[src/rtl/rv_alu_pipe_if.sv]
// rv_alu_pipe_if: instruction issue, retire and debug-read signals of the ALU pipe.
// Latency: none, this is wiring only.
// Backpressure: none; the issuer never stalls, and WB outputs are pulses and levels.
interface rv_alu_pipe_if #(
  parameter int XLEN  = 32,
  parameter int NREGS = 32,
  parameter int CNT_W = 32
);
  localparam int AW = $clog2(NREGS);

  logic             instr_valid;
  logic [31:0]      instr;
  logic             wb_valid;
  logic [AW-1:0]    wb_rd;
  logic [XLEN-1:0]  wb_data;
  logic             illegal;
  logic [CNT_W-1:0] retired_cnt;
  logic [AW-1:0]    dbg_addr;
  logic [XLEN-1:0]  dbg_data;

  // The issuer (fetch or bench) drives instructions and the debug address.
  modport master (
    output instr_valid, instr, dbg_addr,
    input  wb_valid, wb_rd, wb_data, illegal, retired_cnt, dbg_data
  );

  // The pipe consumes instructions and reports retirement.
  modport slave (
    input  instr_valid, instr, dbg_addr,
    output wb_valid, wb_rd, wb_data, illegal, retired_cnt, dbg_data
  );
endinterface

[src/rtl/rv_alu_pipe.sv]
// rv_alu_pipe: 3-stage ID/EX/WB R-type integer datapath with full EX/WB forwarding.
// Latency: 2 cycles from accept to WB outputs; the regfile write happens one edge later.
// Backpressure: none; 1 instr/cycle, and instr_valid=0 inserts a bubble.
module rv_alu_pipe #(
  parameter int XLEN  = 32,
  parameter int NREGS = 32,
  parameter int CNT_W = 32
) (
  input  logic         clk,
  input  logic         rst_n,
  rv_alu_pipe_if.slave bus
);
  localparam int AW = $clog2(NREGS);
  localparam int SW = $clog2(XLEN);
  localparam logic [6:0] OPC_OP = 7'b0110011;

  typedef enum logic [3:0] {
    ALU_ADD, ALU_SUB, ALU_SLL, ALU_SLT, ALU_SLTU,
    ALU_XOR, ALU_SRL, ALU_SRA, ALU_OR,  ALU_AND
  } alu_op_t;

  // EX stage contents: operands are the values read (with bypass) at ID.
  typedef struct packed {
    logic            vld;
    logic            ill;
    alu_op_t         op;
    logic [AW-1:0]   rd;
    logic [AW-1:0]   rs1;
    logic [AW-1:0]   rs2;
    logic [XLEN-1:0] a;
    logic [XLEN-1:0] b;
  } ex_t;

  logic [XLEN-1:0]  regs [NREGS];
  ex_t              ex_q;
  logic             wb_vld_q;
  logic             wb_ill_q;
  logic [AW-1:0]    wb_rd_q;
  logic [XLEN-1:0]  wb_dat_q;
  logic [CNT_W-1:0] cnt_q;

  logic [6:0]      id_opc;
  logic [6:0]      id_f7;
  logic [2:0]      id_f3;
  logic [AW-1:0]   id_rd;
  logic [AW-1:0]   id_rs1;
  logic [AW-1:0]   id_rs2;
  logic            id_legal;
  alu_op_t         id_op;
  logic [XLEN-1:0] id_a;
  logic [XLEN-1:0] id_b;
  logic            wb_fwd;
  logic [XLEN-1:0] ex_opa;
  logic [XLEN-1:0] ex_opb;
  logic [XLEN-1:0] alu_res;

  assign id_opc = bus.instr[6:0];
  assign id_f3  = bus.instr[14:12];
  assign id_f7  = bus.instr[31:25];
  assign id_rd  = bus.instr[7 +: AW];
  assign id_rs1 = bus.instr[15 +: AW];
  assign id_rs2 = bus.instr[20 +: AW];

  // Only a legal retiring instruction with a nonzero rd may feed younger ones.
  assign wb_fwd = wb_vld_q && (wb_rd_q != '0);

  // Decode the opcode and funct7/funct3 pair into an ALU op plus a legality flag.
  always_comb begin
    id_op    = ALU_ADD;
    id_legal = 1'b0;
    if (id_opc == OPC_OP) begin
      id_legal = 1'b1;
      case ({id_f7, id_f3})
        10'b0000000_000: id_op = ALU_ADD;
        10'b0100000_000: id_op = ALU_SUB;
        10'b0000000_001: id_op = ALU_SLL;
        10'b0000000_010: id_op = ALU_SLT;
        10'b0000000_011: id_op = ALU_SLTU;
        10'b0000000_100: id_op = ALU_XOR;
        10'b0000000_101: id_op = ALU_SRL;
        10'b0100000_101: id_op = ALU_SRA;
        10'b0000000_110: id_op = ALU_OR;
        10'b0000000_111: id_op = ALU_AND;
        default:         id_legal = 1'b0;
      endcase
    end
  end

  // Regfile read with write-through of the WB value being written this edge.
  always_comb begin
    id_a = regs[id_rs1];
    id_b = regs[id_rs2];
    if (id_rs1 == '0) id_a = '0;
    else if (wb_fwd && (wb_rd_q == id_rs1)) id_a = wb_dat_q;
    if (id_rs2 == '0) id_b = '0;
    else if (wb_fwd && (wb_rd_q == id_rs2)) id_b = wb_dat_q;
  end

  // Forward the WB result over the ID-latched operand, then evaluate the ALU.
  always_comb begin
    ex_opa = ex_q.a;
    ex_opb = ex_q.b;
    if (wb_fwd && (wb_rd_q == ex_q.rs1)) ex_opa = wb_dat_q;
    if (wb_fwd && (wb_rd_q == ex_q.rs2)) ex_opb = wb_dat_q;
    alu_res = '0;
    case (ex_q.op)
      ALU_ADD:  alu_res = ex_opa + ex_opb;
      ALU_SUB:  alu_res = ex_opa - ex_opb;
      ALU_SLL:  alu_res = ex_opa << ex_opb[SW-1:0];
      ALU_SLT:  alu_res = {{(XLEN-1){1'b0}}, ($signed(ex_opa) < $signed(ex_opb))};
      ALU_SLTU: alu_res = {{(XLEN-1){1'b0}}, (ex_opa < ex_opb)};
      ALU_XOR:  alu_res = ex_opa ^ ex_opb;
      ALU_SRL:  alu_res = ex_opa >> ex_opb[SW-1:0];
      ALU_SRA:  alu_res = $unsigned($signed(ex_opa) >>> ex_opb[SW-1:0]);
      ALU_OR:   alu_res = ex_opa | ex_opb;
      ALU_AND:  alu_res = ex_opa & ex_opb;
      default:  alu_res = '0;
    endcase
  end

  // ID -> EX register: capture the decoded instruction and its bypassed operands.
  always_ff @(posedge clk or negedge rst_n) begin
    if (!rst_n) begin
      ex_q <= '0;
    end else begin
      ex_q.vld <= bus.instr_valid;
      ex_q.ill <= ~id_legal;
      ex_q.op  <= id_op;
      ex_q.rd  <= id_rd;
      ex_q.rs1 <= id_rs1;
      ex_q.rs2 <= id_rs2;
      ex_q.a   <= id_a;
      ex_q.b   <= id_b;
    end
  end

  // EX -> WB register: illegal instructions become bubbles that carry the flag.
  always_ff @(posedge clk or negedge rst_n) begin
    if (!rst_n) begin
      wb_vld_q <= 1'b0;
      wb_ill_q <= 1'b0;
      wb_rd_q  <= '0;
      wb_dat_q <= '0;
    end else begin
      wb_vld_q <= ex_q.vld & ~ex_q.ill;
      wb_ill_q <= ex_q.vld &  ex_q.ill;
      wb_rd_q  <= ex_q.rd;
      wb_dat_q <= alu_res;
    end
  end

  // Architectural regfile write; x0 is never written.
  always_ff @(posedge clk or negedge rst_n) begin
    if (!rst_n) begin
      for (int i = 0; i < NREGS; i++) regs[i] <= '0;
    end else if (wb_vld_q && (wb_rd_q != '0)) begin
      regs[wb_rd_q] <= wb_dat_q;
    end
  end

  // Count legal retirements, including those that target x0; wraps naturally.
  always_ff @(posedge clk or negedge rst_n) begin
    if (!rst_n) cnt_q <= '0;
    else if (wb_vld_q) cnt_q <= cnt_q + CNT_W'(1);
  end

  assign bus.wb_valid    = wb_vld_q;
  assign bus.illegal     = wb_ill_q;
  assign bus.wb_rd       = wb_rd_q;
  assign bus.wb_data     = wb_dat_q;
  assign bus.retired_cnt = cnt_q;
  assign bus.dbg_data    = (bus.dbg_addr == '0) ? '0 : regs[bus.dbg_addr];
endmodule

[src/flat_wrapper.sv]
// flat-port wrapper written by rule: the top's interface ports become plain ports
module rv_alu_pipe_flat 
#(
  parameter int XLEN  = 32,
  parameter int NREGS = 32,
  parameter int CNT_W = 32
)
  (clk, rst_n, bus_instr_valid, bus_instr, bus_dbg_addr, bus_wb_valid, bus_wb_rd, bus_wb_data, bus_illegal, bus_retired_cnt, bus_dbg_data);
  rv_alu_pipe_if #(.XLEN(XLEN), .NREGS(NREGS), .CNT_W(CNT_W)) bus_i ();
  input  logic clk;
  input  logic rst_n;
  input wire logic [$bits(bus_i.instr_valid)-1:0] bus_instr_valid;
  input wire logic [$bits(bus_i.instr)-1:0] bus_instr;
  input wire logic [$bits(bus_i.dbg_addr)-1:0] bus_dbg_addr;
  output wire logic [$bits(bus_i.wb_valid)-1:0] bus_wb_valid;
  output wire logic [$bits(bus_i.wb_rd)-1:0] bus_wb_rd;
  output wire logic [$bits(bus_i.wb_data)-1:0] bus_wb_data;
  output wire logic [$bits(bus_i.illegal)-1:0] bus_illegal;
  output wire logic [$bits(bus_i.retired_cnt)-1:0] bus_retired_cnt;
  output wire logic [$bits(bus_i.dbg_data)-1:0] bus_dbg_data;
  assign bus_i.instr_valid = bus_instr_valid;
  assign bus_i.instr = bus_instr;
  assign bus_i.dbg_addr = bus_dbg_addr;
  assign bus_wb_valid = bus_i.wb_valid;
  assign bus_wb_rd = bus_i.wb_rd;
  assign bus_wb_data = bus_i.wb_data;
  assign bus_illegal = bus_i.illegal;
  assign bus_retired_cnt = bus_i.retired_cnt;
  assign bus_dbg_data = bus_i.dbg_data;
  rv_alu_pipe #(.XLEN(XLEN), .NREGS(NREGS), .CNT_W(CNT_W)) u_core (.clk(clk), .rst_n(rst_n), .bus(bus_i));
endmodule
[config.mk]
export PLATFORM = sky130hd
export DESIGN_NAME = rv_alu_pipe_flat
export DESIGN_NICKNAME = d
export VERILOG_FILES = /design/src/rtl/rv_alu_pipe_if.sv /design/src/rtl/rv_alu_pipe.sv /design/src/flat_wrapper.sv
export SDC_FILE = /design/constraint.sdc
export NUM_CORES = 2
export LEC_CHECK = 0
export BUFFER_PORTS_ARGS = -buffer_cell sky130_fd_sc_hd__buf_2
export CAP_MARGIN = 20
export CORE_ASPECT_RATIO = 1.2
export CORE_UTILIZATION = 55
export CTS_CLUSTER_DIAMETER = 80
export CTS_CLUSTER_SIZE = 16
export DETAILED_ROUTE_END_ITERATION = 16
export GPL_TIMING_DRIVEN = 1
export PLACE_DENSITY = 0.68
export SYNTH_ARGS = -nofsm -noshare
export SYNTH_HDL_FRONTEND = slang
export SYNTH_SLANG_ARGS = --single-unit
[constraint.sdc]
create_clock -name clk -period 6.29 [get_ports clk]
set_input_delay 0.629 -clock clk [delete_from_list [all_inputs] [get_ports clk]]
set_output_delay 0.629 -clock clk [all_outputs]
set_load 0.02 [all_outputs]
==> metrics <==
clk_skew 0.0353 ns; Most common cell on crit path nand2_1; Hold Violations, Final 0; Pre-antenna DRT Iters 8; CP Capture Type register; Sink Count 1,180; ANT nets after route 0; Synth Cell Area 0.0789 mm^2; PD cells 177 mW/mm^2; CP arrival 6.65 ns; Worst-Margin Slew 1.22 ns; Chip Height 417 um; multi-input logic area 0.0467 mm^2; # nets final 6,112; HP Start bus_instr[8]; Post-CTS Setup Bufs 0; flop2flop setup slack 0.25 ns; CP startpoint u_core.bus.wb_rd[0]; Syn Area/Cell 12.7 um^2; Syn Nets 6,353; initial antenna violation count 10; most frequent cells in the layout dfrtp_1, mux2_2, mux4_2, nand2_1, nor2_1; Leak Pwr 36.9 nW; fraction of the cycle the final worst path needs 96.1%; synth warn 0; RSZ-0062 raised after global routing false; # port buffers 142; GRT overflow 0; Worst Setup Start Kind register; prevailing post-synth register cell dfrtp_1; Synth Instances 6,213; Layout Cells excl Fill 7,826; DPL Wire Length 179 mm; Chip Width 348 um; Max Cap Viol 0; Ports 143; Remaining DRCs 0; Fill cells 11,280; Tmin final 6.04 ns; VDD IR max 0.259 mV; final setup fails 0; slowest stage delay, CP 0.64 ns; Routed WL 289 mm; TritonCTS clock tree built; vias in the first global route 58,838; most common cell after layout, fill and taps aside dfrtp_1; DR WL/cell 36.9 um; H-tree depth 3; Synth-to-Final Area Change 6.61%; Vias 59,594; status finished clean; synthesis-stage register bit count 1,180; Total GRT Usage 40.2%; number of distinct library cells after synthesis 93; Final Wtd Congestion 1.12; register area share after synthesis 37.4%; starting density of the core 55.7%; Async S/R FF share, synth 100%; DR vias/cell 7.61; worst path cell trace or4_4 -> o211a_1 -> nand2_1 -> nand2_1 -> ha_1 -> a21oi_1 -> o311ai_1 -> o22a_1 -> and3_1 -> a21boi_0 -> o21ai_0 -> buf_4 -> a41oi_1 -> nand4_1 -> o41ai_1 -> or4_1; Root Buffer clkbuf_16; final-report max-slew violation count 0; cts bufs inserted 88; EDFF count, synth 0; initial drt markers 7,691; CP required 6.89 ns; FF+latch area 0.0295 mm^2; fin util 59.4%; CP Max Fanout 15; dpl cells 7,711; clk_lat worst skew 0.73 ns; area of the die 0.145 mm^2; Worst path slowest cell o21ai_0; share of layout cells above drive strength 1 40.4%; maximum root-to-sink buffer count 3; Core Box Area 0.142 mm^2; RR Startpoint u_core.bus.wb_rd[0]; clk slew on worst S/H paths 0.08 ns; Peak Freq 0.166 GHz; Worst Setup Path Type reg2reg; Hold Crit Class in2reg; cell row count 151; largest net degree at the start of global routing 175; total negative slack 0 ns; first-pass GRT wire length 421 mm; max_slew headroom 18.3%
path summary, 6_finish.rpt:
kind	cells past startpoint	to
max	16	u_core.bus.wb_data[30]
min	1	u_core.ex_q[75]
max reg2reg	16	u_core.bus.wb_data[30]
min reg2reg	0	u_core.regs[997]
max in group asynchronous	4	u_core.regs[202]
min in group asynchronous	2	u_core.bus.retired_cnt[21]
worst max-delay path: cells and delay by family, from the launching register on:
kind / cells / cell delay (ns)
AOI/OAI and AO/OA: 8 / 2.79
adders and majority gates: 1 / 0.49
buffers and inverters: 1 / 0.27
DFF: 1 / 0.46
and+or+nand+nor: 6 / 1.89
layer usage:
layer  part of all wire, %  GRT usage (%)  up-vias
met1                    37           53.3    31091
met3                    11           10.0      977
met2                    45           60.4     3924
met4                   6.9           23.6       12
met5                 0.030              0        -
li1                      -              -    23590
sequential cells by signal, summed over array words and instances (netlist names):
register and cells:
u_core.ex_q 85, u_core.bus.retired_cnt 32, u_core.bus.illegal 1, u_core.regs 1024
u_core.bus.wb_data 32, u_core.bus.wb_rd 5, u_core.bus.wb_valid 1
kinds of logic (layout without fill, tap and decap cells):
| kind of cell | count (synthesis) | count (layout) | share of synthesized area [%] |
|---|---|---|---|
| flip-flops | 1180 | 1180 | 37.4 |
| buffers and inverters | 794 | 570 | 3.88 |
| multiplexers | 2065 | 2065 | 42.2 |
| AO/OA/AOI/OAI | 923 | 923 | 7.78 |
| adder cells (fa/ha/maj) | 100 | 100 | 1.60 |
| XOR/XNOR | 63 | 63 | 0.699 |
| other | 0 | 1 | 0 |
| AND/OR/NAND/NOR | 1088 | 1088 | 6.41 |
cell usage after synthesis, types with 16 or more instances:
cell type     n  share of area, %
dfrtp_1    1180                37
nor2_1      277               1.3
buf_1       118              0.56
a31oi_1      27              0.21
xor2_1       20              0.22
nand3_1     131              0.83
or3_1        17              0.13
xnor2_1      43              0.48
a211oi_1    163               1.6
clkbuf_1    528               2.5
a221oi_1     28              0.31
nor2b_1      52              0.41
o221ai_1     18              0.20
nand4_1      32              0.25
ha_1         98               1.6
mux2_2      969                14
o22ai_1      30              0.24
mux4_2      914                26
inv_1       102              0.49
and2_1       17              0.13
nor4_1       18              0.14
mux2i_1     180               2.3
o21ai_0     167               1.1
nand2b_1     28              0.22
and3_1       20              0.16
a21oi_1     215               1.4
nor3_1       63              0.40
a22oi_1      25              0.24
a311oi_1     16              0.18
o21ai_1      20              0.13
o211ai_1     33              0.31
nand2_1     380               1.8
buf_2        33              0.21
report_power, final:
part           leakage, nW  total (mW)  switching (mW)  internal (mW)
combinational         19.3        1.64            1.15          0.483
clock                 1.23        5.57            2.87           2.70
sequential            16.4        7.65          0.0400           7.61
what timing repair did:
| action | 4_1_cts | 5_1_grt |
|---|---|---|
| resized for setup | 0 | 1 |
| setup endpoints to repair | 0 | 1 |
| hold endpoints to repair | 101 | 0 |
| hold buffers | 6 | 0 |
metrics by stage:
step	power, mW	hold slack, ns	setup slack [ns]	instance area, um^2
6_report	14.9	0.0514	0.248	84100
5_1_grt	15.3	0.0453	0.186	84100
4_1_cts	14.9	0.0195	0.298	84100
3_5_place_dp	9.40	0.401	0.292	81500
3_3_place_gp	9.40	0.393	0.397	81500
2_1_floorplan	8.71	0.331	0.548	78900
area by class of cell:
cell class	instances	share of cell area, %
multi-input combinational	4239	55.5
sequential	1180	35.1
timing repair buffer	355	3.21
tap	1836	2.73
clock buffer	93	2.73
inverter	108	0.482
clock inverter	14	0.274
antenna	1	0.00297
Note: power is estimated with default switching activity, not from simulation.
